$ cat src/rtl/ctrl_pkg.sv
// Shared encodings for the multi-cycle control unit: states, opcodes,
// functs, ALU operations and every datapath mux-select code.
package ctrl_pkg;

  localparam int unsigned OP_W    = 6;
  localparam int unsigned ASRC_W  = 2;
  localparam int unsigned BSRC_W  = 2;
  localparam int unsigned ALUOP_W = 3;
  localparam int unsigned MTR_W   = 4;
  localparam int unsigned PCSRC_W = 3;
  localparam int unsigned IORD_W  = 3;
  localparam int unsigned RDST_W  = 2;
  localparam int unsigned ESEL_W  = 2;
  localparam int unsigned CNT_W   = 3;

  typedef enum logic [3:0] {
    ST_RESET    = 4'd0,
    ST_FETCH    = 4'd1,
    ST_DECODE   = 4'd2,
    ST_EXEC_R   = 4'd3,
    ST_EXEC_I   = 4'd4,
    ST_WB_ALU   = 4'd5,
    ST_MEM_ADDR = 4'd6,
    ST_MEM_RD   = 4'd7,
    ST_MEM_WB   = 4'd8,
    ST_MEM_WR   = 4'd9,
    ST_BRANCH   = 4'd10,
    ST_JUMP     = 4'd11,
    ST_EXC      = 4'd12
  } state_e;

  localparam logic [OP_W-1:0] OP_RTYPE = 6'h00;
  localparam logic [OP_W-1:0] OP_ADDI  = 6'h08;
  localparam logic [OP_W-1:0] OP_LW    = 6'h23;
  localparam logic [OP_W-1:0] OP_SW    = 6'h2B;
  localparam logic [OP_W-1:0] OP_BEQ   = 6'h04;
  localparam logic [OP_W-1:0] OP_BNE   = 6'h05;
  localparam logic [OP_W-1:0] OP_J     = 6'h02;
  localparam logic [OP_W-1:0] OP_RST   = 6'h3F;

  localparam logic [OP_W-1:0] FN_ADD = 6'h20;
  localparam logic [OP_W-1:0] FN_SUB = 6'h22;
  localparam logic [OP_W-1:0] FN_AND = 6'h24;

  localparam logic [ALUOP_W-1:0] ALU_ADD = 3'd1;
  localparam logic [ALUOP_W-1:0] ALU_SUB = 3'd2;
  localparam logic [ALUOP_W-1:0] ALU_AND = 3'd3;

  localparam logic [ASRC_W-1:0] ASRC_PC = 2'd0;
  localparam logic [ASRC_W-1:0] ASRC_A  = 2'd1;

  localparam logic [BSRC_W-1:0] BSRC_B     = 2'd0;
  localparam logic [BSRC_W-1:0] BSRC_4     = 2'd1;
  localparam logic [BSRC_W-1:0] BSRC_SEXT  = 2'd2;
  localparam logic [BSRC_W-1:0] BSRC_SHIFT = 2'd3;

  localparam logic [PCSRC_W-1:0] PCSRC_ALU    = 3'd0;
  localparam logic [PCSRC_W-1:0] PCSRC_ALUOUT = 3'd1;
  localparam logic [PCSRC_W-1:0] PCSRC_JUMP   = 3'd2;
  localparam logic [PCSRC_W-1:0] PCSRC_VEC    = 3'd3;

  localparam logic [IORD_W-1:0] IORD_PC     = 3'd0;
  localparam logic [IORD_W-1:0] IORD_ALUOUT = 3'd1;
  localparam logic [IORD_W-1:0] IORD_VEC    = 3'd2;

  localparam logic [MTR_W-1:0] MTR_ALU = 4'b0000;
  localparam logic [MTR_W-1:0] MTR_MDR = 4'b0001;
  localparam logic [MTR_W-1:0] MTR_SP  = 4'b1000;

  localparam logic [RDST_W-1:0] RDST_RT  = 2'd0;
  localparam logic [RDST_W-1:0] RDST_RD  = 2'd1;
  localparam logic [RDST_W-1:0] RDST_R29 = 2'd3;

  localparam logic [ESEL_W-1:0] ESEL_UNDEF = 2'd0;
  localparam logic [ESEL_W-1:0] ESEL_OVF   = 2'd1;

  // Exception vector byte address select: one slot per cause after IORD_VEC
  function automatic logic [IORD_W-1:0] iord_vec(input logic [ESEL_W-1:0] sel);
    return IORD_VEC + IORD_W'(sel);
  endfunction

endpackage

$ cat src/rtl/mem_wait_ctr.sv
// Saturating wait counter: cleared on state entry, counts while the FSM
// stays put, flags when it reaches the requested target.
module mem_wait_ctr
  import ctrl_pkg::*;
(
  input  logic             clk,
  input  logic             reset,
  input  logic             i_load,
  input  logic             i_count,
  input  logic [CNT_W-1:0] i_target,
  output logic [CNT_W-1:0] o_cnt,
  output logic             o_done
);

  logic [CNT_W-1:0] r_cnt;

  always_ff @(posedge clk or posedge reset) begin
    if (reset) begin
      r_cnt <= '0;
    end else if (i_load) begin
      r_cnt <= '0;
    end else if (i_count && (r_cnt != {CNT_W{1'b1}})) begin
      r_cnt <= r_cnt + CNT_W'(1);
    end
  end

  assign o_cnt  = r_cnt;
  assign o_done = (r_cnt == i_target);

endmodule

$ cat src/rtl/ctrl_unit_mc.sv
// Multi-cycle MIPS-style control unit: Moore FSM sequencing fetch, decode,
// execute, memory, branch/jump and exception handling.
module ctrl_unit_mc
  import ctrl_pkg::*;
#(
  parameter int unsigned MEM_WAIT = 1,
  parameter int unsigned OVF_TRAP = 1
) (
  input  logic                clk,
  input  logic                reset,
  input  logic [OP_W-1:0]     opcode,
  input  logic [OP_W-1:0]     funct,
  input  logic                overflow,
  input  logic                zero,
  output logic                pc_write,
  output logic                mem_write,
  output logic                ir_write,
  output logic                ab_write,
  output logic                alu_out_write,
  output logic                reg_write,
  output logic                epc_write,
  output logic [ASRC_W-1:0]   alu_src_a,
  output logic [BSRC_W-1:0]   alu_src_b,
  output logic [ALUOP_W-1:0]  alu_op,
  output logic [MTR_W-1:0]    mem_to_reg,
  output logic [PCSRC_W-1:0]  pc_source,
  output logic [IORD_W-1:0]   iord,
  output logic [RDST_W-1:0]   reg_dst,
  output logic [ESEL_W-1:0]   exception_sel
);

  localparam bit TRAP_EN = (OVF_TRAP != 0);

  state_e              r_state;
  state_e              w_state_nxt;
  logic [ESEL_W-1:0]   r_exc_sel;
  logic [ESEL_W-1:0]   w_exc_sel_nxt;
  logic                w_load;
  logic                w_count;
  logic                w_done;
  logic [CNT_W-1:0]    w_cnt;
  logic [CNT_W-1:0]    w_target;
  logic                w_arith;
  logic                w_bad_fn;

  // EXC spends one extra cycle on EPC before the vector read
  assign w_target = (r_state == ST_EXC) ? CNT_W'(MEM_WAIT) : CNT_W'(MEM_WAIT - 1);
  assign w_load   = (w_state_nxt != r_state);
  assign w_count  = ~w_load;

  mem_wait_ctr u_wait (
    .clk      (clk),
    .reset    (reset),
    .i_load   (w_load),
    .i_count  (w_count),
    .i_target (w_target),
    .o_cnt    (w_cnt),
    .o_done   (w_done)
  );

  always_ff @(posedge clk or posedge reset) begin
    if (reset) begin
      r_state   <= ST_RESET;
      r_exc_sel <= ESEL_UNDEF;
    end else begin
      r_state   <= w_state_nxt;
      r_exc_sel <= w_exc_sel_nxt;
    end
  end

  always_comb begin
    w_state_nxt   = r_state;
    w_exc_sel_nxt = r_exc_sel;
    w_arith       = 1'b0;
    w_bad_fn      = 1'b0;
    pc_write      = 1'b0;
    mem_write     = 1'b0;
    ir_write      = 1'b0;
    ab_write      = 1'b0;
    alu_out_write = 1'b0;
    reg_write     = 1'b0;
    epc_write     = 1'b0;
    alu_src_a     = ASRC_PC;
    alu_src_b     = BSRC_B;
    alu_op        = '0;
    mem_to_reg    = MTR_ALU;
    pc_source     = PCSRC_ALU;
    iord          = IORD_PC;
    reg_dst       = RDST_RT;
    exception_sel = ESEL_UNDEF;

    unique case (r_state)
      ST_RESET: begin
        reg_write   = 1'b1;
        mem_to_reg  = MTR_SP;
        reg_dst     = RDST_R29;
        w_state_nxt = ST_FETCH;
      end

      ST_FETCH: begin
        iord      = IORD_PC;
        alu_src_a = ASRC_PC;
        alu_src_b = BSRC_4;
        alu_op    = ALU_ADD;
        if (w_done) begin
          pc_write    = 1'b1;
          pc_source   = PCSRC_ALU;
          ir_write    = 1'b1;
          w_state_nxt = ST_DECODE;
        end
      end

      ST_DECODE: begin
        ab_write      = 1'b1;
        alu_out_write = 1'b1;
        alu_src_a     = ASRC_PC;
        alu_src_b     = BSRC_SHIFT;
        alu_op        = ALU_ADD;
        case (opcode)
          OP_RTYPE:      w_state_nxt = ST_EXEC_R;
          OP_ADDI:       w_state_nxt = ST_EXEC_I;
          OP_LW, OP_SW:  w_state_nxt = ST_MEM_ADDR;
          OP_BEQ, OP_BNE: w_state_nxt = ST_BRANCH;
          OP_J:          w_state_nxt = ST_JUMP;
          OP_RST:        w_state_nxt = ST_RESET;
          default: begin
            w_state_nxt   = ST_EXC;
            w_exc_sel_nxt = ESEL_UNDEF;
          end
        endcase
      end

      ST_EXEC_R: begin
        alu_src_a = ASRC_A;
        alu_src_b = BSRC_B;
        case (funct)
          FN_ADD: begin alu_op = ALU_ADD; w_arith = 1'b1; end
          FN_SUB: begin alu_op = ALU_SUB; w_arith = 1'b1; end
          FN_AND: alu_op = ALU_AND;
          default: w_bad_fn = 1'b1;
        endcase
        if (w_bad_fn) begin
          w_state_nxt   = ST_EXC;
          w_exc_sel_nxt = ESEL_UNDEF;
        end else if (w_arith && overflow && TRAP_EN) begin
          w_state_nxt   = ST_EXC;
          w_exc_sel_nxt = ESEL_OVF;
        end else begin
          alu_out_write = 1'b1;
          w_state_nxt   = ST_WB_ALU;
        end
      end

      ST_EXEC_I: begin
        alu_src_a = ASRC_A;
        alu_src_b = BSRC_SEXT;
        alu_op    = ALU_ADD;
        if (overflow && TRAP_EN) begin
          w_state_nxt   = ST_EXC;
          w_exc_sel_nxt = ESEL_OVF;
        end else begin
          alu_out_write = 1'b1;
          w_state_nxt   = ST_WB_ALU;
        end
      end

      ST_WB_ALU: begin
        reg_write   = 1'b1;
        mem_to_reg  = MTR_ALU;
        reg_dst     = (opcode == OP_RTYPE) ? RDST_RD : RDST_RT;
        w_state_nxt = ST_FETCH;
      end

      ST_MEM_ADDR: begin
        alu_src_a     = ASRC_A;
        alu_src_b     = BSRC_SEXT;
        alu_op        = ALU_ADD;
        alu_out_write = 1'b1;
        w_state_nxt   = (opcode == OP_LW) ? ST_MEM_RD : ST_MEM_WR;
      end

      ST_MEM_RD: begin
        iord = IORD_ALUOUT;
        if (w_done) w_state_nxt = ST_MEM_WB;
      end

      ST_MEM_WB: begin
        reg_write   = 1'b1;
        mem_to_reg  = MTR_MDR;
        reg_dst     = RDST_RT;
        w_state_nxt = ST_FETCH;
      end

      ST_MEM_WR: begin
        mem_write   = 1'b1;
        iord        = IORD_ALUOUT;
        w_state_nxt = ST_FETCH;
      end

      ST_BRANCH: begin
        alu_src_a = ASRC_A;
        alu_src_b = BSRC_B;
        alu_op    = ALU_SUB;
        if (((opcode == OP_BEQ) && zero) || ((opcode == OP_BNE) && !zero)) begin
          pc_write  = 1'b1;
          pc_source = PCSRC_ALUOUT;
        end
        w_state_nxt = ST_FETCH;
      end

      ST_JUMP: begin
        pc_write    = 1'b1;
        pc_source   = PCSRC_JUMP;
        w_state_nxt = ST_FETCH;
      end

      // Counter 0 saves EPC = PC-4; remaining cycles read the vector
      ST_EXC: begin
        exception_sel = r_exc_sel;
        if (w_cnt == '0) begin
          epc_write = 1'b1;
          alu_src_a = ASRC_PC;
          alu_src_b = BSRC_4;
          alu_op    = ALU_SUB;
        end else begin
          iord = iord_vec(r_exc_sel);
          if (w_done) begin
            pc_write    = 1'b1;
            pc_source   = PCSRC_VEC;
            w_state_nxt = ST_FETCH;
          end
        end
      end

      default: w_state_nxt = ST_RESET;
    endcase
  end

endmodule

$ cat config.mk
export PLATFORM = sky130hd
export DESIGN_NAME = ctrl_unit_mc
export DESIGN_NICKNAME = d
export VERILOG_FILES = /design/src/rtl/ctrl_pkg.sv /design/src/rtl/mem_wait_ctr.sv /design/src/rtl/ctrl_unit_mc.sv
export SDC_FILE = /design/constraint.sdc
export NUM_CORES = 1
export LEC_CHECK = 0
export ABC_AREA = 0
export CAP_MARGIN = 20
export CORE_MARGIN = 5
export CORE_UTILIZATION = 48
export CTS_CLUSTER_DIAMETER = 40
export CTS_CLUSTER_SIZE = 8
export DETAILED_ROUTE_END_ITERATION = 7
export GPL_ROUTABILITY_DRIVEN = 0
export HOLD_SLACK_MARGIN = 0.02
export MAX_ROUTING_LAYER = met4
export PLACE_DENSITY = 0.91
export SLEW_MARGIN = 10
export SYNTH_ARGS = -nofsm -noshare
export SYNTH_HDL_FRONTEND = slang
export SYNTH_SLANG_ARGS = --single-unit
$ cat constraint.sdc
create_clock -name clk -period 6.19 [get_ports clk]
set_clock_uncertainty 0.2 [all_clocks]
set_input_delay 1.238 -clock clk [delete_from_list [all_inputs] [get_ports clk]]
set_output_delay 1.238 -clock clk [all_outputs]
set_load 0.05 [all_outputs]
# After elaboration in Yosys (flattened, before gate mapping)
# Index checks and enable logic that the tools add are counted.
[op_classes] n_reduce_logical=24 addsub=2 bitwise_logic=1 n_mux=52 n_eq_ne=28
[op_table] operator="$eq A6 B6 Y1 const B" count=6
[op_table] operator="$mux W4" count=8
[op_table] operator="$pmux W4 S8" count=1
[op_table] operator="$pmux W4 S6" count=1
[op_table] operator="$mux W1" count=21
[op_table] operator="$eq A4 B4 Y1 const B" count=5
[op_table] operator="$pmux W2 S3" count=3
[op_table] operator="$eq A4 B3 Y1 const B" count=4
[op_table] operator="$mux W2" count=8
[op_table] operator="$pmux W2 S4" count=2
[op_table] operator="$eq A6 B3 Y1 const B" count=2
[op_table] operator="$reduce_or A2 Y1" count=6
[op_table] operator="$mux W3" count=3
[op_table] operator="$eq A4 B2 Y1 const B" count=2
[op_table] operator="$pmux W4 S2" count=1
[op_table] operator="$reduce_or A4 Y1" count=2
[op_table] operator="$reduce_or A8 Y1" count=1
[op_table] operator="$eq A6 B2 Y1 const B" count=1
[op_table] operator="$eq A6 B4 Y1 const B" count=1
[op_table] operator="$logic_not A6 Y1" count=1
[op_table] operator="$ne A3 B3 Y1 const B" count=2
[op_table] operator="$pmux W3 S2" count=1
[op_table] operator="$reduce_or A3 Y1" count=2
[op_table] operator="$reduce_or A6 Y1" count=1
[op_table] operator="18 further kinds" count=22
[totals] regBits=9 out_inout_bits=28 input_bits=16 word_cells=110

# Depth between registers and ports, before layout
[depth] depth_word=13 ltp_mapped=7 ltp_nobuf=7

# By module
# From an unflattened synthesis, not the netlist that was laid out.
[unflattened] hier_cells=166 hier_area_um2=1148.6
[by_module_without_submodules] module="ctrl_unit_mc" cells_each=149 seq_area_each_um2=125.1 area_each_um2=959.7 instances=1
[by_module_without_submodules] module="mem_wait_ctr" cells_each=17 seq_area_each_um2=75.1 area_each_um2=188.9 instances=1

# Worst setup path after synthesis
# No wires, ideal clock.
[synth_timing] kind="reg2out" from="register r_state[0]" to="output reg_dst[1]" required_ns=4.752 slack_ns=1.753 stages_incl_launch_ff=6 arrival_time_ns=2.999 path_buffers=4 path_cell_list="dfrtp_1 > clkbuf_1 > clkbuf_1 > buf_1 > nor4_1 > buf_4"
[synth_via] elab_chain_cells=2 word_cells_on_any_way=3 classes_between="eq/ne (1); mux (1); reduce/logical (1)"
[synth_lines] element="from (decl)" line="ctrl_unit_mc.sv:34" text="state_e r_state;"
[synth_lines] element="from (signal assigned)" line="ctrl_unit_mc.sv:66" text="r_state <= w_state_nxt;"
[synth_lines] element="$eq A4 B3 Y1 / $logic_not A4 Y1 (equally long branches)" line="ctrl_unit_mc.sv:92" text="unique case (r_state)"
[synth_lines] element="$pmux W2 S2 *" line="ctrl_unit_mc.sv:92"
[synth_lines] element="to (decl)" line="ctrl_unit_mc.sv:28" text="output logic [RDST_W-1:0] reg_dst,"
# Every way passes the cells marked *; elsewhere a longest branch is shown, timed or not.

# Final worst setup path
[layout_timing] from="input funct[0]" to="output alu_out_write"
[layout_via] elab_chain_cells=8 word_cells_on_any_way=13 classes_between="eq/ne (3); mux (7); reduce/logical (3)"
[layout_lines] element="from (decl)" line="ctrl_unit_mc.sv:12" text="input logic [OP_W-1:0] funct,"
[layout_lines] element="$eq A6 B6 Y1" line="ctrl_unit_mc.sv:136" text="case (funct)"
[layout_lines] element="$reduce_or A2 Y1 (no line)"
[layout_lines] element="$mux W1" line="ctrl_unit_mc.sv:136"
[layout_lines] element="$mux W1" line="ctrl_unit_mc.sv:92"
[layout_lines] element="$logic_and A1 B1 Y1" line="ctrl_unit_mc.sv:145" text="end else if (w_arith && overflow && TRAP_EN) begin"
[layout_lines] element="$mux W1" line="ctrl_unit_mc.sv:145"
[layout_lines] element="$mux W1 *" line="ctrl_unit_mc.sv:142" text="if (w_bad_fn) begin"
[layout_lines] element="$pmux W1 S3 *" line="ctrl_unit_mc.sv:92"
[layout_lines] element="to (decl)" line="ctrl_unit_mc.sv:19" text="output logic alu_out_write,"
# Every way passes the cells marked *; elsewhere a longest branch is shown, timed or not. The select of a mux whose other input is x is not followed.

==> run summary <==
### Finish
- count of placed standard cells in the final layout, fillers left out: 222
- total number of nets in the final design: 213
- number of diodes: 0
- core occupancy in the finished layout: 62.9%
- most used cells in the layout excluding fill and tap cells: 36 x sky130_fd_sc_hd__clkdlybuf4s50_1, 13 x sky130_fd_sc_hd__nor2_1, 12 x sky130_fd_sc_hd__a21oi_1, 11 x sky130_fd_sc_hd__nor3_1, 9 x sky130_fd_sc_hd__o21ai_0
- fraction of layout instances using a drive strength above 1: 7.29%
- count of fill cells added during filler insertion: 230
- most common cell after layout, fill and taps aside: sky130_fd_sc_hd__clkdlybuf4s50_1
- Synth-to-Final Area Change: 27.6%

### Logic synthesis
- most used flip-flop cell after synthesis: sky130_fd_sc_hd__dfrtp_1
- proportion of synthesized chip area in sequential cells: 16.7%
- average cell area after synthesis: 7.22 µm²
- Synth warnings: 0
- total of flip-flops plus latches after synthesis: 8
- EDFF count, synth: 0
- combined area of all synthesized cells: 1200 µm²
- synthesized instance count: 166
- Post-synth ARST share: 100%
- Unique masters post-synth: 52

### Critical path
- data required time at the worst endpoint: 4.75 ns
- CP max stage cell: sky130_fd_sc_hd__clkdlybuf4s50_1
- library cell appearing most often on the critical path: sky130_fd_sc_hd__clkdlybuf4s50_1
- startpoint kind of the worst setup timing path: input port
- worst endpoint data arrival time: 3.66 ns
- cell-by-cell trace of the critical path: clkdlybuf4s50_1 > nor4b_1 > nand4_1 > o22a_1 > o21ai_0 > clkdlybuf4s50_1
- setup slack on the worst flop-to-flop path: 3.53 ns
- slowest stage delay, CP: 0.87 ns
- path type of the worst setup path: input port to output port
- endpoint type of the worst setup path: output port
- largest fanout of any net on the critical path: 4

### Drt
- number of violations reported at the end of detailed-routing iteration 0: 87
- number of remaining DRC errors: 0
- average via count per standard cell: 6.22
- total number of vias: 1380
- count of TritonRoute iterations in the first routing pass: 4
- Total Routed Length: 3410 µm
- average wire per standard cell: 15.3 µm
- remaining antenna violation count after routing: 0

### Clock tree
- clock latency reported for the late side of the worst-skew pair: 0.27 ns
- clock-pin slew reported for the worst setup and hold paths after clock tree synthesis: 0.06 ns
- Resize count post-CTS: 0
- clock tree buffer depth: 2
- CTS HTree Levels: 1
- count of buffers added by post-CTS timing repair for setup: 0
- CTS root buffer: sky130_fd_sc_hd__clkbuf_4
- number of clock sinks seen by CTS: 8
- TritonCTS clock tree: built
- hold bufs inserted after CTS: 0
- number of buffers added by the clock tree synthesis step: 3

### Timing
- final cycle utilization of the critical path: 82.4%
- setup TNS: 0 ns
- number of failing setup endpoints in the final timing report: 0
- count of final max-slew check failures: 0
- Max Freq: 0.196 GHz
- Hold Vio Cnt, Final: 0
- minimum period implied by the final worst setup slack: 5.10 ns
- Tightest Pin Transition: 0.862 ns
- setup repair after global routing missed its margin: no
- Max-slew headroom: 42.5%

### Die
- placement row count: 18
- Ports: 44
- chip width: 60.0 µm
- initial core utilization: 49.3%
- Die Height: 60.0 µm
- Core Area: 2430 µm²
- DIE AREA: 3600 µm²

### Pwr
- leakage power: 0.588 nW
- power density cells: 497 nW/µm²
- power consumption: 0.000759 W
- maximum vdd ir drop: 0.440 mV

### Global route
- total congestion overflow after global routing: 0
- vias in the first global route: 1276
- global routing usage summed across all routing layers: 19.9%
- wire length of the first global-routing pass: 5500 µm
- pin count of the biggest net entering global routing: 32
- number of antenna violations at the first check in global routing: 0

### Outcome
- outcome: finished, final reports clean

### Min path
- hold crit path type: flip-flop to flip-flop

### Job
- number of maximum-capacitance violations: 0

### Placed design
- buffers added on ports: 36
- cell total after placement: 219
- total half-perimeter wirelength after legalization and detailed placement: 2590 µm

[metal layers]
metal,GRT usage [%],up-vias,wire [µm]
met2,33.3,88,1690
met3,2.81,6,369
met1,24.2,620,1290
met5,-,-,0
li1,-,666,-
met4,6.65,0,57
[layout make-up]
type                       count  area (µm²)  share of cell area [%]
sequential                     8         200                    13.1
tap                           30        37.5                    2.45
timing repair buffer          36         360                    23.6
inverter                       8        30.0                    1.96
multi-input combinational    137         878                    57.4
clock buffer                   3        22.5                    1.47
[synth_stat cells, drive strengths merged (4+ instances only)]
cell,n,share of area (%)
a21oi,12,5.0
a31oi,5,2.6
buf,15,8.1
clkbuf,4,1.3
dfrtp,8,17
inv,8,2.5
mux2,4,4.1
nand2,8,2.5
nand3,5,2.1
nor2,13,4.1
nor2b,6,3.1
nor3,11,4.6
nor4,6,3.1
o21ai,9,3.8
[registers in the layout, indices dropped and copies added (netlist names)]
| register | count |
|---|---|
| r_exc_sel | 1 |
| r_state | 4 |
| u_wait.o_cnt | 3 |
[worst paths after layout]
kind                         startpoint         endpoint  cells past startpoint
setup / recovery               funct[0]    alu_out_write                      6
hold / removal             r_exc_sel[0]     r_exc_sel[0]                      1
setup reg to reg             r_state[1]  u_wait.o_cnt[0]                      5
hold reg to reg            r_exc_sel[0]     r_exc_sel[0]                      1
max in group asynchronous         reset  u_wait.o_cnt[2]                      2
min in group asynchronous         reset     r_exc_sel[0]                      2
[metrics by stage]
| step | hold WS (ns) | instance area (µm²) | setup WS (ns) |
|---|---|---|---|
| after floorplan | 0.279 | 1220 | 1.75 |
| after global placement | 0.295 | 1510 | 1.20 |
| after detailed placement | 0.298 | 1510 | 1.12 |
| after CTS | 0.310 | 1530 | 1.11 |
| after global routing | 0.340 | 1530 | 0.960 |
| final | 0.311 | 1530 | 1.09 |
[worst max-delay path, delay by kind of cell]
kind,cells,cell delay (ns)
buf+inv,2,1.27
compound gates,2,0.45
simple gates,2,0.70
[kinds of logic after synthesis]
logic type / after synthesis / synth area share, %
DFF: 8 / 16.7
and+or+nand+nor: 72 / 33.9
xor gates and xnor gates: 3 / 2.19
AOI/OAI and AO/OA: 46 / 26.1
buffers and inverters: 27 / 11.9
adders and majority gates: 3 / 3.13
muxes: 6 / 5.74
other: 1 / 0.313
[where the power goes]
group	total (W)	internal (W)	switching (W)
Clock	0.0000423	0.0000223	0.0000200
Sequential	0.000143	0.0000664	0.0000765
Combinational	0.000574	0.000208	0.000366
No activity file was read; power rests on OpenSTA's default activity.
